$ cat src/rtl/instr_encoder_loader_pkg.sv
// Shared instruction-format definitions: op types, func3 subtypes, field
// positions and immediate widths. The decoder uses the same layout.
package instr_encoder_loader_pkg;

    typedef enum logic [2:0] {
        OP_A = 3'd0,
        OP_B = 3'd1,
        OP_C = 3'd2,
        OP_D = 3'd3,
        OP_E = 3'd4,
        OP_F = 3'd5,
        OP_G = 3'd6,
        OP_H = 3'd7
    } op_e;

    typedef enum logic [2:0] {
        D_CLIR = 3'd0,
        D_LUI  = 3'd1,
        D_JAL  = 3'd2
    } func3_d_e;

    typedef enum logic [2:0] {
        F_LB  = 3'd0,
        F_LH  = 3'd1,
        F_LW  = 3'd2,
        F_LBU = 3'd4,
        F_LHU = 3'd5
    } func3_f_e;

    // Loader session states
    typedef enum logic [1:0] {
        ST_IDLE  = 2'd0,
        ST_LOAD  = 2'd1,
        ST_DRAIN = 2'd2,
        ST_DONE  = 2'd3
    } state_e;

    // Field positions. Formats C and G place rs2 in the rd slot.
    localparam int unsigned OP_LSB    = 0;
    localparam int unsigned OP_W      = 3;
    localparam int unsigned F3_LSB    = 3;
    localparam int unsigned F3_W      = 3;
    localparam int unsigned RD_LSB    = 6;
    localparam int unsigned RS1_LSB   = 11;
    localparam int unsigned RS2_LSB   = 16;
    localparam int unsigned REG_W     = 5;
    localparam int unsigned F11_LSB   = 21;
    localparam int unsigned F11_W     = 11;
    localparam int unsigned IMM16_LSB = 16;
    localparam int unsigned IMM_D_LSB = 11;

    // Signed immediate widths
    localparam int unsigned IMM_W_BCF = 16;
    localparam int unsigned IMM_W_D   = 21;
    localparam int unsigned IMM_W_G   = 18;

    // True when value is representable as a signed number of the given width.
    function automatic logic fits_signed(input logic [31:0] value, input int unsigned width);
        logic signed [31:0] upper;
        upper = $signed(value) >>> (width - 1);
        return (upper == '0) || (upper == '1);
    endfunction

endpackage

$ cat src/rtl/instr_encoder_loader_sync_fifo.sv
// Small synchronous FIFO holding encoded instruction words. Read data is
// the current head, available combinationally while not empty.
module sync_fifo #(
    parameter int WIDTH = 32,
    parameter int DEPTH = 4
) (
    input  logic             clk,
    input  logic             rst_n,
    input  logic             push_i,
    input  logic [WIDTH-1:0] wdata_i,
    input  logic             pop_i,
    output logic [WIDTH-1:0] rdata_o,
    output logic             full_o,
    output logic             empty_o
);
    localparam int PTR_W = $clog2(DEPTH);
    localparam int CNT_W = PTR_W + 1;

    logic [WIDTH-1:0] mem_q [DEPTH];
    logic [PTR_W-1:0] wr_ptr_q;
    logic [PTR_W-1:0] rd_ptr_q;
    logic [CNT_W-1:0] count_q;
    logic             do_push;
    logic             do_pop;

    assign full_o  = (count_q == CNT_W'(DEPTH));
    assign empty_o = (count_q == '0);
    assign do_push = push_i && !full_o;
    assign do_pop  = pop_i && !empty_o;
    assign rdata_o = mem_q[rd_ptr_q];

    // Pointer and occupancy tracking; pointers wrap naturally (DEPTH is 2^n)
    always_ff @(posedge clk or negedge rst_n) begin
        if (!rst_n) begin
            wr_ptr_q <= '0;
            rd_ptr_q <= '0;
            count_q  <= '0;
        end else begin
            if (do_push) wr_ptr_q <= wr_ptr_q + PTR_W'(1);
            if (do_pop)  rd_ptr_q <= rd_ptr_q + PTR_W'(1);
            case ({do_push, do_pop})
                2'b10:   count_q <= count_q + CNT_W'(1);
                2'b01:   count_q <= count_q - CNT_W'(1);
                default: count_q <= count_q;
            endcase
        end
    end

    // Storage array; contents are only meaningful between the pointers
    always_ff @(posedge clk) begin
        if (do_push) mem_q[wr_ptr_q] <= wdata_i;
    end

endmodule

$ cat src/rtl/instr_encoder_loader.sv
// Encodes instruction field bundles into 32-bit words, buffers them and
// writes them sequentially to instruction memory while the core is stalled.
//
// state    | meaning
// ---------+---------------------------------------------------------
// IDLE     | waiting for start; no session active
// LOAD     | accepting bundles until one marked last is accepted
// DRAIN    | no new bundles; waiting for the buffer to empty
// DONE     | one-cycle done pulse, then back to IDLE
module instr_encoder_loader #(
    parameter int ADDR_W     = 12,
    parameter int FIFO_DEPTH = 4
) (
    input  logic              clk,
    input  logic              rst_n,
    input  logic              start,
    input  logic [ADDR_W-1:0] base_addr,
    input  logic              in_valid,
    output logic              in_ready,
    input  logic              in_last,
    input  logic [2:0]        in_op,
    input  logic [2:0]        in_func3,
    input  logic [10:0]       in_func11,
    input  logic [4:0]        in_rd,
    input  logic [4:0]        in_rs1,
    input  logic [4:0]        in_rs2,
    input  logic [31:0]       in_imm,
    output logic              imem_we,
    output logic [ADDR_W-1:0] imem_addr,
    output logic [31:0]       imem_wdata,
    input  logic              imem_ready,
    output logic              core_stall,
    output logic              busy,
    output logic              done,
    output logic              err
);
    import instr_encoder_loader_pkg::*;

    state_e            state_q, state_d;
    logic [ADDR_W-1:0] addr_q, addr_d;
    logic              err_q, err_d;

    op_e               op;
    logic [31:0]       enc_word;
    logic              enc_ok;
    logic              accept;
    logic              fifo_push;
    logic              fifo_pop;
    logic              fifo_full;
    logic              fifo_empty;
    logic [31:0]       fifo_head;

    assign op = op_e'(in_op);

    // Field packing and range check for the bundle currently offered
    always_comb begin
        enc_word = '0;
        enc_ok   = 1'b1;
        enc_word[OP_LSB +: OP_W] = in_op;
        enc_word[F3_LSB +: F3_W] = in_func3;
        case (op)
            OP_A: begin
                enc_word[RD_LSB  +: REG_W] = in_rd;
                enc_word[RS1_LSB +: REG_W] = in_rs1;
                enc_word[RS2_LSB +: REG_W] = in_rs2;
                enc_word[F11_LSB +: F11_W] = in_func11;
            end
            OP_B: begin
                enc_word[RD_LSB    +: REG_W]     = in_rd;
                enc_word[RS1_LSB   +: REG_W]     = in_rs1;
                enc_word[IMM16_LSB +: IMM_W_BCF] = in_imm[IMM_W_BCF-1:0];
                // Shift amounts are unsigned 0..31 rather than signed 16-bit
                if (in_func3[2]) enc_ok = (in_imm[31:5] == '0);
                else             enc_ok = fits_signed(in_imm, IMM_W_BCF);
            end
            OP_F: begin
                enc_word[RD_LSB    +: REG_W]     = in_rd;
                enc_word[RS1_LSB   +: REG_W]     = in_rs1;
                enc_word[IMM16_LSB +: IMM_W_BCF] = in_imm[IMM_W_BCF-1:0];
                enc_ok = fits_signed(in_imm, IMM_W_BCF);
            end
            OP_C: begin
                enc_word[RD_LSB    +: REG_W]     = in_rs2;
                enc_word[RS1_LSB   +: REG_W]     = in_rs1;
                enc_word[IMM16_LSB +: IMM_W_BCF] = in_imm[IMM_W_BCF-1:0];
                enc_ok = fits_signed(in_imm, IMM_W_BCF);
            end
            OP_D: begin
                enc_word[RD_LSB    +: REG_W]   = in_rd;
                enc_word[IMM_D_LSB +: IMM_W_D] = in_imm[IMM_W_D-1:0];
                enc_ok = fits_signed(in_imm, IMM_W_D);
            end
            OP_G: begin
                // Byte offset is word aligned; the two zero LSBs are not stored
                enc_word[RD_LSB    +: REG_W]     = in_rs2;
                enc_word[RS1_LSB   +: REG_W]     = in_rs1;
                enc_word[IMM16_LSB +: IMM_W_BCF] = in_imm[IMM_W_G-1:2];
                enc_ok = fits_signed(in_imm, IMM_W_G) && (in_imm[1:0] == 2'b00);
            end
            default: enc_ok = 1'b0;
        endcase
    end

    // in_ready uses the registered full flag only, so a pop in the same
    // cycle never lets a push through.
    assign in_ready   = (state_q == ST_LOAD) && !fifo_full;
    assign accept     = in_valid && in_ready;
    assign fifo_push  = accept && enc_ok;
    assign imem_we    = !fifo_empty;
    assign fifo_pop   = imem_we && imem_ready;
    assign imem_addr  = addr_q;
    assign imem_wdata = fifo_empty ? 32'h0 : fifo_head;
    assign busy       = (state_q == ST_LOAD) || (state_q == ST_DRAIN);
    assign core_stall = busy;
    assign done       = (state_q == ST_DONE);
    assign err        = err_q;

    sync_fifo #(
        .WIDTH (32),
        .DEPTH (FIFO_DEPTH)
    ) u_fifo (
        .clk     (clk),
        .rst_n   (rst_n),
        .push_i  (fifo_push),
        .wdata_i (enc_word),
        .pop_i   (fifo_pop),
        .rdata_o (fifo_head),
        .full_o  (fifo_full),
        .empty_o (fifo_empty)
    );

    // Next-state logic: session sequencing, write address and sticky error
    always_comb begin
        state_d = state_q;
        addr_d  = addr_q;
        err_d   = err_q;
        if (fifo_pop) addr_d = addr_q + ADDR_W'(1);
        case (state_q)
            ST_IDLE: begin
                if (start) begin
                    state_d = ST_LOAD;
                    addr_d  = base_addr;
                    err_d   = 1'b0;
                end
            end
            ST_LOAD: begin
                if (accept && !enc_ok) err_d = 1'b1;
                // A dropped last bundle still closes the session
                if (accept && in_last) state_d = ST_DRAIN;
            end
            ST_DRAIN: begin
                if (fifo_empty) state_d = ST_DONE;
            end
            ST_DONE: state_d = ST_IDLE;
            default: state_d = ST_IDLE;
        endcase
    end

    // State, address and error registers
    always_ff @(posedge clk or negedge rst_n) begin
        if (!rst_n) begin
            state_q <= ST_IDLE;
            addr_q  <= '0;
            err_q   <= 1'b0;
        end else begin
            state_q <= state_d;
            addr_q  <= addr_d;
            err_q   <= err_d;
        end
    end

endmodule

$ cat config.mk
export PLATFORM = sky130hd
export DESIGN_NAME = instr_encoder_loader
export DESIGN_NICKNAME = d
export VERILOG_FILES = /design/src/rtl/instr_encoder_loader_pkg.sv /design/src/rtl/instr_encoder_loader_sync_fifo.sv /design/src/rtl/instr_encoder_loader.sv
export SDC_FILE = /design/constraint.sdc
export NUM_CORES = 1
export LEC_CHECK = 0
export CAP_MARGIN = 20
export CELL_PAD_IN_SITES_DETAIL_PLACEMENT = 0
export CELL_PAD_IN_SITES_GLOBAL_PLACEMENT = 1
export CORE_MARGIN = 1.5
export CORE_UTILIZATION = 25
export DETAILED_ROUTE_END_ITERATION = 16
export PLACE_DENSITY = 0.5
export SLEW_MARGIN = 30
export SYNTH_ARGS = -nofsm -noshare
export SYNTH_HDL_FRONTEND = slang
export SYNTH_SLANG_ARGS = --single-unit
export TNS_END_PERCENT = 1
$ cat constraint.sdc
create_clock -name clk -period 3.5 [get_ports clk]
set_clock_uncertainty 0.1 [all_clocks]
set_input_delay 0.7 -clock clk [delete_from_list [all_inputs] [get_ports clk]]
set_output_delay 0.7 -clock clk [all_outputs]
set_load 0.05 [all_outputs]
==> results_dict.tcl, run 1 <==
set metrics [dict create \
    status "complete, no violations" \
    use_met1 0.187 \
    end_kind "register" \
    instances_no_fill 1034 \
    finalHoldViolCount 0 \
    die_area_sq_um 29500 \
    clkLatencyLatePin_ns 0.42 \
    grt_pass1_vias 4837 \
    yosysSeqAreaShare 0.618 \
    die_h_microns 172 \
    cp_slowest_stage_delay_ns 0.45 \
    antenna_found_initial 0 \
    max_freq_mhz 321 \
    ios 132 \
    power_per_cell_area_nw_per_um2 822 \
    regToRegStartpoint "state_q[1]" \
    maxSlewViolCount 0 \
    synth.net_count 575 \
    cts.reportedPaths.clkPinSlew_ns 0.07 \
    gp_congestion 0.816 \
    grt_max_degree 34 \
    syn_inst 481 \
    num_vias 4687 \
    areaGrowthSynthToFinish_pct 40.9 \
    use_met2 0.216 \
    avgSynthCellArea_sq_um 14.8 \
    critPathLaunchType "input pin" \
    slowest_stage "clkdlybuf4s50_1" \
    intPower_uw 5000 \
    final_antenna_net_count 0 \
    regToRegEndpoint "u_fifo.count_q[2]" \
    hpwl_microns 13800 \
    synth_top_area_frac 0.541 \
    tightest_slew_ns 0.710 \
    layout_commonest_cell "edfxtp_1" \
    r2r_cells 11 \
    grt_busiest_layer "met2" \
    num_rows 61 \
    cts_num_sinks 150 \
    synth-edff-count 128 \
    min_path_cells 1 \
    reg2reg_slack_ns 1.15 \
    cts_buffer_depth 2 \
    dp.cells 1002 \
    diodes 0 \
    io_buffer_count 131 \
    peakVddDrop_uv 330 \
    viasPerCell 4.53 \
    drc 0 \
    grtUsageTotal 0.135 \
    core_area_sq_um 27900 \
    drive_gt1_frac 0.250 \
    synth_seq_cells 150 \
    netlist_area_sq_um 7110 \
    power_uw 8230 \
    start_util 0.255 \
    routed_wl_microns 19300 \
    crit_chain "clkdlybuf4s50_1, nor4_2, buf_4, nand3_1, nor4_2, a31oi_2, a21boi_4, inv_1, ha_1, inv_1, fa_1, xor2_1, nor2_1, xnor2_1" \
    h-tree-depth 4 \
    first_iter_violations 295 \
    wl_per_cell_microns 18.7 \
    swShare 0.393 \
    combPwrFrac 0.510 \
    postCtsSetupBuffers 0 \
    leakage_uw 0.00347 \
    yosysWarnings 0 \
    synth-main-ff-cell "edfxtp_1" \
    die_w_microns 172 \
    worst-setup-path-type "in -> reg" \
    root_buffer "clkbuf_16" \
    worstPathRequired_ns 3.70 \
    p_clk_frac 0.218 \
    synth_area_leader_cell "edfxtp_1" \
    cts_tree "yes" \
    cp_max_fo 2 \
    synth.area.top_cells "edfxtp_1, mux4_2, dfrtp_1" \
    grt_remaining_overflow 0 \
    synth.distinct_cells 50 \
    final.period_utilization 0.890 \
    dr.pass1.iters 4 \
    finalWorstPathRequiredPeriod_ns 3.12 \
    cts-resized-gates 0 \
    switchingPower_uw 3230 \
    async_reset_ff_frac 0.147 \
    num-nets-final 737 \
    rsz0062_at_grt "false" \
    cts_hold_buf 0 \
    mostFrequentLayoutCells "edfxtp_1, clkdlybuf4s50_1, and2_1, buf_4, buf_12" \
    power.share.sequential 0.272 \
    cts_made_buffers 17 \
    arrival_ns 3.31 \
    grt_pass1_wl_microns 28800 \
    drv_cap 0 \
    met3_usage 0.0209 \
    hp-class "reg -> reg" \
    max_slew_margin 0.525 \
    min_from "u_fifo.count_q[0]" \
    holdPathEnd "u_fifo.count_q[0]" \
    setup_viol_count_final 0 \
]
[cells by family after synthesis]
family          after synthesis  share of synthesized area
flops                       150                      0.618
simple gates                116                     0.0943
compound gates               91                     0.0846
mux                          51                      0.131
buf+inv                      44                     0.0285
xor+xnor                     17                     0.0209
fa+ha+maj                    12                     0.0222
[critical path, delay by kind of cell]
family / cells / cell delay, ns
xor+xnor: 2 / 0.27
compound gates: 2 / 0.36
buf+inv: 4 / 0.78
fa+ha+maj: 2 / 0.37
simple gates: 4 / 0.83
[through the flow]
stage	hold slack [ns]	TNS (ns)	area [sq um]	worst slack [ns]	utilization
floorplan	0.304	0	7110	0.486	-
CTS	0.430	0	10000	0.380	0.360
finish	0.429	0	10000	0.385	0.360
detailed placement	0.416	-0.509	9440	-0.0457	0.339
global route	0.460	0	10000	0.257	0.360
global placement	0.412	-3.48	9440	-0.0526	0.339
[sequential cells by signal, summed over array words and instances, names as in the netlist]
name             flops
u_fifo.wr_ptr_q      2
err                  1
state_q              2
imem_addr           12
u_fifo.count_q       3
u_fifo.rd_ptr_q      2
u_fifo.mem_q       128
[layer usage]
layer	vias to the layer above	part of all wire
met5	-	0
met4	0	0.011
met3	13	0.047
met2	140	0.48
met1	2349	0.46
li1	2185	-
[synth_stat cells, types with 11 or more instances]
| cell type | count |
|---|---|
| and2_1 | 39 |
| edfxtp_1 | 128 |
| clkbuf_1 | 19 |
| mux4_2 | 32 |
| nand2_1 | 25 |
| dfrtp_1 | 22 |
| a22oi_1 | 26 |
| a21oi_1 | 11 |
| o21ai_0 | 34 |
| inv_1 | 13 |
| ha_1 | 11 |
| mux2_2 | 15 |
[worst max path at each step]
| stage | startpoint | endpoint | cells after the start | slack, ns |
|---|---|---|---|---|
| after floorplan | in_op[2] | u_fifo.mem_q[0][0] | 7 | 0.49 |
| after global placement | in_imm[28] | u_fifo.count_q[2] | 14 | -0.05 |
| after detailed placement | in_imm[28] | u_fifo.count_q[2] | 14 | -0.05 |
| after CTS | in_imm[28] | u_fifo.count_q[2] | 14 | 0.38 |
| after global routing | in_imm[28] | u_fifo.count_q[2] | 14 | 0.26 |
| final | in_imm[23] | u_fifo.count_q[2] | 14 | 0.39 |
[power by group through the flow]
stage	Combinational, uW	Clock (uW)	Sequential, uW
after global placement	4250	0	2270
after detailed placement	4270	0	2280
after floorplan	2220	0	2500
after global routing	4440	1910	2260
after CTS	4280	1850	2240
final	4200	1800	2240
[final cells by class]
| cell class | count | area, sq um |
|---|---|---|
| inverter | 13 | 48.8 |
| clock buffer | 17 | 425 |
| timing repair buffer | 174 | 2000 |
| multi-input combinational | 287 | 2510 |
| fill | 2719 | 17800 |
| tap | 378 | 473 |
| clock inverter | 15 | 158 |
| sequential | 150 | 4400 |
(Power assumes the default switching activity.)
==> inputs of run 2 (changes only) <==
--- a/config.mk
+++ b/config.mk
@@ -12,7 +12,7 @@
 export CORE_UTILIZATION = 25
 export DETAILED_ROUTE_END_ITERATION = 16
 export PLACE_DENSITY = 0.5
-export SLEW_MARGIN = 30
+export SLEW_MARGIN = 15
 export SYNTH_ARGS = -nofsm -noshare
 export SYNTH_HDL_FRONTEND = slang
 export SYNTH_SLANG_ARGS = --single-unit
==> results of run 2 <==
The final DEF is identical to that of run 1; final timing and power are the same.
